## src/rtl/value_dispatch_fsm.sv

```systemverilog
// value_dispatch_fsm: routes a byte stream into a literal scanner and reports true/false/null literals
module value_dispatch_fsm (
    input  logic       clk,
    input  logic       rst,
    input  logic [7:0] in_char,
    input  logic       in_valid,
    output logic       in_ready,
    output logic [7:0] sv_char,
    output logic       sv_rst,
    output logic       sv_enb,
    input  logic       sv_complete,
    input  logic [1:0] sv_element,
    output logic [1:0] out_type,
    output logic       out_valid,
    input  logic       out_ready,
    output logic       err,
    input  logic       err_clr
);
    localparam logic [1:0] noType = 2'd0;

    typedef enum logic [1:0] {IDLE, SCAN, EMIT, ERROR} stateT;

    stateT      state, nextState;
    logic [2:0] len, nextLen, lenInc;
    logic [1:0] nextType;
    logic       isSpace, isStart;

    assign sv_char   = in_char;
    assign out_valid = state == EMIT;
    assign err       = state == ERROR;
    assign isSpace   = in_char == 8'h20 || in_char == 8'h09 || in_char == 8'h0A || in_char == 8'h0D;
    assign isStart   = in_char == "t" || in_char == "f" || in_char == "n";
    assign lenInc    = (len == 3'd7) ? len : len + 3'd1;

    // state, literal length and recognised type registers
    always_ff @(posedge clk or posedge rst) begin
        if (rst) begin
            state    <= IDLE;
            len      <= 3'd0;
            out_type <= noType;
        end else begin
            state    <= nextState;
            len      <= nextLen;
            out_type <= nextType;
        end
    end

    // next-state and scanner strobes; strobes only fire on an accepted byte
    always_comb begin
        nextState = state;
        nextLen   = len;
        nextType  = out_type;
        in_ready  = 1'b0;
        sv_rst    = 1'b0;
        sv_enb    = 1'b0;
        case (state)
            IDLE: begin
                in_ready = 1'b1;
                if (in_valid && isStart) begin
                    sv_rst    = 1'b1;
                    nextLen   = 3'd1;
                    nextState = SCAN;
                end else if (in_valid && !isSpace) begin
                    nextState = ERROR;
                end
            end
            SCAN: begin
                in_ready = 1'b1;
                if (in_valid) begin
                    sv_enb  = 1'b1;
                    nextLen = lenInc;
                    if (sv_element != noType) begin
                        nextType  = sv_element;
                        nextState = EMIT;
                    end else if (sv_complete || lenInc >= 3'd5) begin
                        nextState = ERROR;
                    end
                end
            end
            EMIT:    nextState = out_ready ? IDLE : EMIT;
            ERROR:   nextState = err_clr ? IDLE : ERROR;
            default: nextState = IDLE;
        endcase
    end
endmodule

```

## config.mk

```make
export PLATFORM = sky130hd
export DESIGN_NAME = value_dispatch_fsm
export DESIGN_NICKNAME = d
export VERILOG_FILES = /design/src/rtl/value_dispatch_fsm.sv
export SDC_FILE = /design/constraint.sdc
export NUM_CORES = 1
export LEC_CHECK = 0
export BUFFER_PORTS_ARGS = -buffer_cell sky130_fd_sc_hd__buf_2
export CORE_MARGIN = 2
export CORE_UTILIZATION = 43
export CTS_BUF_LIST = sky130_fd_sc_hd__clkbuf_16
export CTS_CLUSTER_DIAMETER = 60
export DETAILED_ROUTE_END_ITERATION = 10
export HOLD_SLACK_MARGIN = 0.12
export PLACE_DENSITY_LB_ADDON = 0.1
export SLEW_MARGIN = 10
export SYNTH_ARGS = -nofsm -noshare
export SYNTH_HDL_FRONTEND = slang
export SYNTH_SLANG_ARGS = --single-unit
```

## constraint.sdc

```tcl
create_clock -name clk -period 1.9 [get_ports clk]
set_clock_uncertainty 0.1 [all_clocks]
set_input_delay 0.285 -clock clk [delete_from_list [all_inputs] [get_ports clk]]
set_output_delay 0.285 -clock clk [all_outputs]
set_load 0.1 [all_outputs]
```

==> flow_summary.toml <==
[clock_tree]
cts_buffers = 3
cts-htree-levels = 1
clk_latency_ns = 0.23
root_buffer = "clkbuf_16"
cts_buffer_depth = 2
cts_sinks = 7
cts_tree = "done"
clk_pin_slew_ns = 0.04

[run]
drv_cap = 0

[yosys]
yosys.area_share.simple = 0.304
synthesis.area_um2 = 606
synthAdderAreaFrac = 0.0413
yosysSeqAreaShare = 0.289
synth_compound_area_frac = 0.221
ys_seq_elements = 7
yosysWarnings = 0
synthMuxAreaShare = 0
syn_avg_cell_area_um2 = 8.41
ys_types = 28
synth_top_family_by_area = "simple AND/OR/NAND/NOR gates"
synth_nets = 90
yosys.area_share.xor_xnor = 0
synthCells = 72

[global_route]
grtUsageTotal = 0.180
overflow = 0
grt_max_degree = 10
antenna_found_initial = 0
grt_pass1_wl_um = 2380
grt_pass1_vias = 572

[critical_path]
critPathSlowestCell = "dfrtp_1"
end_kind = "primary output"
max_stage_delay_ns = 0.47
critical_path_class = "flip-flop to primary output"
r2r_setup_slack_ns = 0.29
cp_top_family = "flip-flops"
arrival_ns = 1.44
r2r_start = "len[0]$_DFFE_PP0P_"
critPathRequiredTime_ns = 1.51
path_max_fanout = 9
crit_chain = "nor3b_2 -> o2111a_2 -> buf_12"
timing.rr.end = "state[0]$_DFFE_PP0P_"
startpoint_type = "flip-flop"
rr_worst_depth = 6
critPathBufInv = 1

[layout]
syn2layout_area_growth_pct = 40.3
drive_gt1_frac = 0.434
fin_area_um2 = 850
fin_nets = 118
num_antenna_cells = 0

[detailed_routing]
drc = 0
wl_per_cell_um = 12.4
viasPerCell = 5.25
drtPass1Iterations = 4
drtIter0Drc = 16
ant_nets = 0
vias = 598
routed_wl_um = 1410

[floorplan]
core_mm2 = 0.00130
num_rows = 13
ioPinCount = 31
die_w_um = 41.5
start_util = 0.465
dieHeight_um = 41.5
die_area_mm2 = 0.00172

[timing]
holdWs_ns = 0.199
fin_setup_tns_ns = 0
slew_viol_final = 0
fin_crit_sh = 0.961
setup_viol = 0
period_minus_slack_ns = 1.83
fmax_mhz = 548
tightest_slew_ns = 0.488
rsz0062_at_grt = "true"
hold_viol = 0
max_slew_margin = 0.677

[power]
power.internal_uw = 744
p_sw_frac = 0.547
ir_drop_mv = 1.08
p_leak_uw = 0.000411
p_clk_frac = 0.214
p_seq_frac = 0.204
switchingPower_uw = 899
p_per_area_mw_per_mm2 = 1930
p_comb_frac = 0.582

[hold_path]
hold_end = "out_type[0]$_DFFE_PP0P_"
hp-class = "input port to flip-flop"
holdPathStages = 3
worstHoldStart = "sv_element[0]"

[outcome]
status = "finished, final reports clean"

[place]
portBuffers = 30
routabilityCongestion = 0.844
hpwl_um = 1100
place_area_um2 = 743
-- worst max path at each step --
stage / cells past startpoint / startpoint / slack, ns / to
after floorplan: 3 / state[1]$_DFFE_PP0P_ / -0.06 / out_valid
after global placement: 3 / state[1]$_DFFE_PP0P_ / 0.31 / out_valid
after detailed placement: 3 / state[1]$_DFFE_PP0P_ / 0.28 / out_valid
after CTS: 3 / state[1]$_DFFE_PP0P_ / 0.04 / out_valid
after global routing: 3 / state[0]$_DFFE_PP0P_ / -0.02 / sv_rst
final: 3 / state[0]$_DFFE_PP0P_ / 0.07 / sv_rst
-- metrics by stage --
step                      utilization  std cells  setup WS [ns]  total power [uW]
after detailed placement        0.571        107          0.282              1290
after floorplan                     -         72        -0.0560              1140
after global routing            0.653        114        -0.0225              1730
final                           0.653        114         0.0735              1640
after CTS                       0.639        112         0.0392              1650
after global placement          0.571        107          0.308              1270
-- worst min-delay path, stage by stage --
cell and delay (ns):
buf_2 0.10, nand2_1 0.06, nand2_1 0.05
-- placed cells by master, fill, tap and decap left out --
cell type and n:
nor2_4 1, o2111a_2 1, a211oi_1 1, clkinvlp_4 1, and3b_1 1, buf_2 27, a31oi_1 1, o21ai_0 2
nand3b_1 2, nand2_1 7, clkbuf_4 1, a32oi_1 1, nor3b_2 1, a21boi_0 1, ha_1 2, a311oi_2 1
or3_2 1, inv_1 4, nor4bb_1 1, and2_2 1, dlygate4sd3_1 1, nor2_1 7, a21oi_1 3, dfrtp_1 7
nor3_1 4, a211o_1 1, o31ai_1 2, nor2b_1 5, clkbuf_16 3, a21boi_4 1, buf_12 2, buf_4 2
a221oi_1 1, nor3b_1 2
-- cells by family after synthesis --
kind of cell | after synthesis
buffers and inverters | 14
AO/OA/AOI/OAI | 16
AND/OR/NAND/NOR | 33
adder cells (fa/ha/maj) | 2
flip-flops | 7
-- sequential cells by signal, indices dropped and copies added (netlist names) --
register	cells
len	3
out_type	2
state	2
-- power by group through the flow --
stage | logic, uW | registers (uW) | clock network (uW)
after floorplan | 692 | 453 | 0
after global placement | 943 | 332 | 0
after detailed placement | 950 | 336 | 0
after CTS | 958 | 335 | 358
after global routing | 1010 | 349 | 369
final | 956 | 334 | 352
-- layout make-up --
cell class | instances | area, um2
fillers | 119 | 452
repair buffers | 33 | 208
clock inverters | 1 | 3.75
multi-input cells | 51 | 350
clock buffers | 3 | 75.1
flip-flops and latches | 7 | 175
inverters | 4 | 18.8
well taps | 15 | 18.8
-- layer usage --
| layer | GRT usage | part of all wire |
|---|---|---|
| met5 | 0 | 0 |
| met4 | 0.0387 | 0 |
| met3 | 0.0783 | 0.068 |
| met2 | 0.306 | 0.49 |
| met1 | 0.207 | 0.45 |
-- cells in the mapped netlist --
| master | instances | area [um2] |
|---|---|---|
| o31ai_1 | 2 | 15.0 |
| a311oi_2 | 1 | 15.0 |
| o21ai_0 | 2 | 10.0 |
| a32oi_1 | 1 | 8.76 |
| a221oi_1 | 1 | 8.76 |
| nor3b_2 | 1 | 12.5 |
| nor4bb_1 | 1 | 10.0 |
| buf_4 | 9 | 67.6 |
| a21boi_4 | 1 | 18.8 |
| nand2_1 | 7 | 26.3 |
| a31oi_1 | 1 | 6.26 |
| buf_2 | 1 | 5.00 |
| nor3_1 | 4 | 20.0 |
| a21oi_1 | 3 | 15.0 |
| nor3b_1 | 2 | 15.0 |
| a211o_1 | 1 | 8.76 |
| or3_2 | 1 | 7.51 |
| dfrtp_1 | 7 | 175 |
| o2111a_2 | 1 | 12.5 |
| nand3b_1 | 2 | 15.0 |
| nor2_1 | 8 | 30.0 |
| a21boi_0 | 1 | 7.51 |
| ha_1 | 2 | 25.0 |
| and2_2 | 1 | 7.51 |
| a211oi_1 | 1 | 7.51 |
| nor2b_1 | 5 | 31.3 |
| and3b_1 | 1 | 8.76 |
| inv_1 | 4 | 15.0 |
-- repair_timing --
item / 4_1_cts / 5_1_grt
endpoints found under the hold margin: 7 / 0
endpoints found under the setup margin: 0 / 2
setup buffers: 0 / 2
hold buffers: 1 / 0
gates resized for setup: 0 / 1
Note: power is estimated with default switching activity, not from simulation.
